## config.mk

```make
export PLATFORM = sky130hd
export DESIGN_NAME = s1_feature_burst_gen_flat
export DESIGN_NICKNAME = d
export VERILOG_FILES = /design/src/rtl/s1_feature_burst_gen_if.sv /design/src/rtl/s1_feature_burst_gen.sv /design/src/flat_wrapper.sv
export SDC_FILE = /design/constraint.sdc
export NUM_CORES = 1
export LEC_CHECK = 0
export CAP_MARGIN = 20
export CORE_UTILIZATION = 49
export DETAILED_ROUTE_END_ITERATION = 10
export GPL_TIMING_DRIVEN = 0
export MAX_ROUTING_LAYER = met4
export PLACE_DENSITY = 0.79
export SYNTH_ARGS = -nofsm -noshare
export SYNTH_HDL_FRONTEND = slang
export SYNTH_SLANG_ARGS = --single-unit
```

## constraint.sdc

```tcl
create_clock -name clk -period 2.38 [get_ports clk]
set_clock_uncertainty 0.2 [all_clocks]
set_input_delay 0.476 -clock clk [delete_from_list [all_inputs] [get_ports clk]]
set_output_delay 0.476 -clock clk [all_outputs]
set_load 0.005 [all_outputs]
```

## src/rtl/s1_feature_burst_gen_if.sv

```systemverilog
// rtl/s1_feature_burst_gen_if.sv - request/beat handshake bundle for the S1 feature burst generator
interface s1_feature_burst_gen_if #(
    parameter int ID_W = 12
);
    // Request side: one feature-block base ID per handshake
    logic            in_valid;
    logic [ID_W-1:0] in_id;
    logic            in_ready;

    // Beat side: one lane-group address per handshake
    logic            out_valid;
    logic [ID_W-1:0] out_addr;
    logic            out_last;
    logic            out_ready;

    // Feedback to S1 and completion strobe
    logic [ID_W-1:0] last_id;
    logic            burst_done;

    // Upstream requester / downstream consumer side
    modport master (
        output in_valid,
        output in_id,
        output out_ready,
        input  in_ready,
        input  out_valid,
        input  out_addr,
        input  out_last,
        input  last_id,
        input  burst_done
    );

    // Burst generator side
    modport slave (
        input  in_valid,
        input  in_id,
        input  out_ready,
        output in_ready,
        output out_valid,
        output out_addr,
        output out_last,
        output last_id,
        output burst_done
    );
endinterface

```

## src/rtl/s1_feature_burst_gen.sv

```systemverilog
// rtl/s1_feature_burst_gen.sv - expands an S1 base ID into a SIMD_NUM-beat lane-group address burst
module s1_feature_burst_gen #(
    parameter int ID_W        = 12,
    parameter int SIMD_NUM    = 64,
    parameter int LANE_NUM    = 32,
    parameter int FEATURE_NUM = 2048,
    parameter int CNT_W       = 6
) (
    input logic                  clk,
    input logic                  rst,
    s1_feature_burst_gen_if.slave bus
);

    // FEATURE_NUM is descriptive only; refuse to elaborate an inconsistent set
    if (FEATURE_NUM != SIMD_NUM * LANE_NUM) begin : g_feature_num_check
        $fatal(1, "FEATURE_NUM must equal SIMD_NUM*LANE_NUM");
    end

    localparam logic [CNT_W-1:0] CNT_LAST = CNT_W'(SIMD_NUM - 1);
    localparam logic [ID_W-1:0]  STRIDE   = ID_W'(LANE_NUM);

    typedef enum logic [0:0] {
        S_IDLE  = 1'b0,
        S_BURST = 1'b1
    } state_t;

    state_t          state;
    state_t          state_next;

    logic [ID_W-1:0] base;
    logic [CNT_W-1:0] cnt;
    logic [CNT_W-1:0] cnt_inc;

    logic            out_valid_q;
    logic [ID_W-1:0] out_addr_q;
    logic            out_last_q;
    logic [ID_W-1:0] last_id_q;
    logic            burst_done_q;

    logic            beat_fire;
    logic            last_fire;
    logic            accept;
    logic            in_ready_c;

    // State register
    always_ff @(posedge clk) begin
        if (rst) begin
            state <= S_IDLE;
        end else begin
            state <= state_next;
        end
    end

    // Next-state: a final beat with a pending request chains straight into the next burst
    always_comb begin
        state_next = state;
        case (state)
            S_IDLE: begin
                if (accept) begin
                    state_next = S_BURST;
                end
            end
            S_BURST: begin
                if (last_fire && !bus.in_valid) begin
                    state_next = S_IDLE;
                end
            end
            default: state_next = S_IDLE;
        endcase
    end

    // Handshake decode: in_ready only when the block is free or its last beat leaves now
    always_comb begin
        beat_fire  = 1'b0;
        last_fire  = 1'b0;
        in_ready_c = 1'b0;
        accept     = 1'b0;
        cnt_inc    = cnt + CNT_W'(1);
        beat_fire  = out_valid_q && bus.out_ready;
        last_fire  = beat_fire && out_last_q;
        case (state)
            S_IDLE:  in_ready_c = 1'b1;
            S_BURST: in_ready_c = last_fire;
            default: in_ready_c = 1'b0;
        endcase
        accept = bus.in_valid && in_ready_c;
    end

    // Beat datapath: outputs are registered and advance only on an accepted beat
    always_ff @(posedge clk) begin
        if (rst) begin
            base        <= '0;
            cnt         <= '0;
            out_valid_q <= 1'b0;
            out_addr_q  <= '0;
            out_last_q  <= 1'b0;
        end else if (accept) begin
            base        <= bus.in_id;
            cnt         <= '0;
            out_valid_q <= 1'b1;
            out_addr_q  <= bus.in_id;
            out_last_q  <= (CNT_LAST == '0);
        end else if (last_fire) begin
            out_valid_q <= 1'b0;
            out_last_q  <= 1'b0;
        end else if (beat_fire) begin
            cnt         <= cnt_inc;
            out_addr_q  <= out_addr_q + STRIDE;
            out_last_q  <= (cnt_inc == CNT_LAST);
        end
    end

    // Completion bookkeeping: publish the finished base and strobe for one cycle
    always_ff @(posedge clk) begin
        if (rst) begin
            last_id_q    <= '0;
            burst_done_q <= 1'b0;
        end else begin
            burst_done_q <= last_fire;
            if (last_fire) begin
                last_id_q <= base;
            end
        end
    end

    assign bus.in_ready   = in_ready_c;
    assign bus.out_valid  = out_valid_q;
    assign bus.out_addr   = out_addr_q;
    assign bus.out_last   = out_last_q;
    assign bus.last_id    = last_id_q;
    assign bus.burst_done = burst_done_q;

endmodule
```

## src/flat_wrapper.sv

```systemverilog
// flat-port wrapper written by rule: the top's interface ports become plain ports
module s1_feature_burst_gen_flat 
#(
    parameter int ID_W        = 12,
    parameter int SIMD_NUM    = 64,
    parameter int LANE_NUM    = 32,
    parameter int FEATURE_NUM = 2048,
    parameter int CNT_W       = 6
)
  (clk, rst, bus_in_valid, bus_in_id, bus_out_ready, bus_in_ready, bus_out_valid, bus_out_addr, bus_out_last, bus_last_id, bus_burst_done);
  s1_feature_burst_gen_if #(.ID_W(ID_W)) bus_i ();
  input logic clk;
  input logic rst;
  input wire logic [$bits(bus_i.in_valid)-1:0] bus_in_valid;
  input wire logic [$bits(bus_i.in_id)-1:0] bus_in_id;
  input wire logic [$bits(bus_i.out_ready)-1:0] bus_out_ready;
  output wire logic [$bits(bus_i.in_ready)-1:0] bus_in_ready;
  output wire logic [$bits(bus_i.out_valid)-1:0] bus_out_valid;
  output wire logic [$bits(bus_i.out_addr)-1:0] bus_out_addr;
  output wire logic [$bits(bus_i.out_last)-1:0] bus_out_last;
  output wire logic [$bits(bus_i.last_id)-1:0] bus_last_id;
  output wire logic [$bits(bus_i.burst_done)-1:0] bus_burst_done;
  assign bus_i.in_valid = bus_in_valid;
  assign bus_i.in_id = bus_in_id;
  assign bus_i.out_ready = bus_out_ready;
  assign bus_in_ready = bus_i.in_ready;
  assign bus_out_valid = bus_i.out_valid;
  assign bus_out_addr = bus_i.out_addr;
  assign bus_out_last = bus_i.out_last;
  assign bus_last_id = bus_i.last_id;
  assign bus_burst_done = bus_i.burst_done;
  s1_feature_burst_gen #(.ID_W(ID_W), .SIMD_NUM(SIMD_NUM), .LANE_NUM(LANE_NUM), .FEATURE_NUM(FEATURE_NUM), .CNT_W(CNT_W)) u_core (.clk(clk), .rst(rst), .bus(bus_i));
endmodule
```

==> results of run 1 <==
power by group through the flow:
stage / Clock, mW / Sequential, mW / Combinational, mW
final: 0.473 / 0.825 / 0.168
after global placement: 0 / 0.842 / 0.165
after CTS: 0.485 / 0.825 / 0.168
after global routing: 0.522 / 0.830 / 0.187
after detailed placement: 0 / 0.843 / 0.167
after floorplan: 0 / 0.838 / 0.0835
worst max path at each step:
stage | endpoint | slack [ns] | cells after the start
2_1_floorplan | u_core.bus.out_addr[11] | 0.68 | 5
3_3_place_gp | bus_in_ready | -0.15 | 4
3_5_place_dp | bus_in_ready | -0.15 | 4
4_1_cts | bus_in_ready | 0.1 | 3
5_1_grt | bus_in_ready | 0.04 | 3
6_report | bus_in_ready | 0.11 | 3
routing by layer:
layer,GRT usage,vias to the layer above,wire length (microns)
li1,-,872,-
met1,0.309,767,1950
met2,0.384,39,2030
met3,0.0543,8,194
met4,0.0909,0,84
met5,-,-,0
state kept, by name, summed over array words and instances (netlist names):
register / flops
u_core.bus.burst_done: 1
u_core.bus.out_last: 1
u_core.cnt: 6
u_core.bus.out_addr: 12
u_core.base: 12
u_core.bus.out_valid: 1
u_core.bus.last_id: 12
u_core.state: 1
synthesized netlist by cell type (2+ instances only):
library cell and n:
and3_1 3, o22ai_1 3, a21oi_1 33, dfxtp_1 46, nand4_1 3, nor2_1 7
a31oi_1 2, a211oi_1 2, nor4_1 2, xor2_1 3, inv_1 4, xnor2_1 4
ha_1 3, clkbuf_1 6, or3_1 2, buf_2 4, nor3_1 7, nand3_1 4
nand2_1 63
kinds of logic after synthesis:
family          count (synthesis)  share of synthesized area
flops                          46                      0.495
compound gates                 50                      0.167
buf+inv                        16                     0.0370
fa+ha+maj                       3                     0.0202
simple gates                  101                      0.249
xor+xnor                        7                     0.0329
worst max-delay path: stages, from the launching register on:
cell	delay, ns
dfxtp_1	0.51
nand3_4	0.16
nand2_1	0.13
clkdlybuf4s50_1	0.50
final cells by class:
cell class,instances,area share
Timing Repair Buffer,43,0.175
Multi-Input combinational cell,161,0.359
Sequential cell,46,0.376
Tap cell,48,0.0245
Clock inverter,3,0.00869
Inverter,4,0.00613
Buffer,12,0.0220
Clock buffer,5,0.0281
stage by stage:
| step | total power, mW | cell area (sq um) | hold slack (ns) | instances | util |
|---|---|---|---|---|---|
| 3_3_place_gp | 1.01 | 2350 | 0.239 | 314 | 0.643 |
| 4_1_cts | 1.48 | 2450 | 0.256 | 322 | 0.669 |
| 6_report | 1.47 | 2450 | 0.254 | 322 | 0.669 |
| 2_1_floorplan | 0.922 | 1860 | 0.232 | 223 | - |
| 3_5_place_dp | 1.01 | 2350 | 0.243 | 314 | 0.643 |
| 5_1_grt | 1.54 | 2450 | 0.271 | 322 | 0.669 |
what timing repair did:
| action | 4_1_cts | 5_1_grt |
|---|---|---|
| hold buffers | 0 | 0 |
| setup endpoints to repair | 1 | 0 |
| resized for setup | 2 | 0 |
==> metrics.cfg, run 1 <==
[layout]
mostFrequentLayoutCells = nand2_1 (63), dfxtp_1 (46), clkdlybuf4s50_1 (42)
n_fill_cell = 322
fin_nets = 292
multiInputGateArea_sq_um = 880
final_common_cell = nand2_1
seqCellArea_sq_um = 921
n_antenna_cell = 0
areaGrowthSynthToFinish_pct = 31.5
drive_above_1_share = 0.0730

[place]
port_buffers = 43
hpwl_microns = 3040
pre_cts_ws_ns = -0.154
globalplace.congestion = 0.903

[sta]
hold_viol = 0
tns_ns = 0
setup_violations = 0
post-route-period-util = 0.954
finalWorstSetupSlack_ns = 0.109
drv_slew = 0
post-route-min-period_ns = 2.27
rsz0062_at_grt = false
relSlewSlack = 0.655
worst_pin_slew_ns = 0.517
max_freq_mhz = 440

[pwr]
power_density_nw_per_um2 = 599
switchingPower_mw = 0.376
clockPowerShare = 0.323
p_comb_frac = 0.114
seq_power_share = 0.563
leakagePower_nw = 0.848
swShare = 0.257
peakVddDrop_uv = 424
intPower_mw = 1.09

[synth]
ys_ff_latch = 46
synth-seq-area-share = 0.495
ys_warn_count = 0
avgSynthCellArea_sq_um = 8.35
syn-cell-area_sq_um = 1860
synth_area_leader_cell = dfxtp_1
ys_async_sr_fraction = 0
synth_edf_count = 0
syn_inst = 223
synth.area.top_cells = dfxtp_1 (49%), nand2_1 (13%), a21oi_1 (8.9%), ha_1 (2.0%), nor3_1 (1.9%)
post_synth_num_cell_types = 41
synthFlopType = dfxtp_1
netlist.area_leader.share = 0.495
syn-num-nets = 242

[die]
die_y_microns = 63.6
num_io_pins = 44
start_util = 0.509
die_w_microns = 63.6
die_area_sq_um = 4050
num_rows = 22
core_sq_um = 3660

[routing]
first_pass_iters = 5
drc = 0
routed_wl_microns = 4260
num_vias = 1686
drt-initial-drc-count = 82
wl_per_cell_microns = 13.2
ant_nets = 0
viasPerCell = 5.24

[global_routing]
grt_pass1_wl_microns = 7530
grt_util_all_layers = 0.246
overflow = 0
grt_max_degree = 16
grt_pass1_vias = 1597
antenna_found_initial = 0

[clock_network]
cts_inserted_buffers = 5
cts_buffer_depth = 2
cts_tree = done
htreeDepth = 2
path_clk_slew_ns = 0.09
root_buffer = clkbuf_8
clkLatencyLatePin_ns = 0.30
clock-sinks = 46
cts_setup_buffers = 0

[status]
status = finished, final reports clean

[critical_path]
endpoint_kind = primary output
path_max_fanout = 8
r2r_cells = 5
rr_startpoint = u_core.bus.out_addr[5]
timing.rr.end = u_core.bus.out_addr[11]
cp-startpoint = u_core.bus.out_last
start_kind = register
required_ns = 1.70
critical_path_class = register to primary output
reg2reg_slack_ns = 0.49
arrival_ns = 1.60

[min_path]
worst_hold_path.num_cells = 2
hold_class = register to register
hold_path_end = u_core.bus.last_id[0]
hold_start = u_core.base[0]

[job]
drv_cap = 0

Power figures use the tool's default switching activity.
==> inputs of run 2 (changes only) <==
Settings changed: HOLD_SLACK_MARGIN set to 0.06.
==> results of run 2 <==
The final DEF is identical to that of run 1; final timing and power are the same.
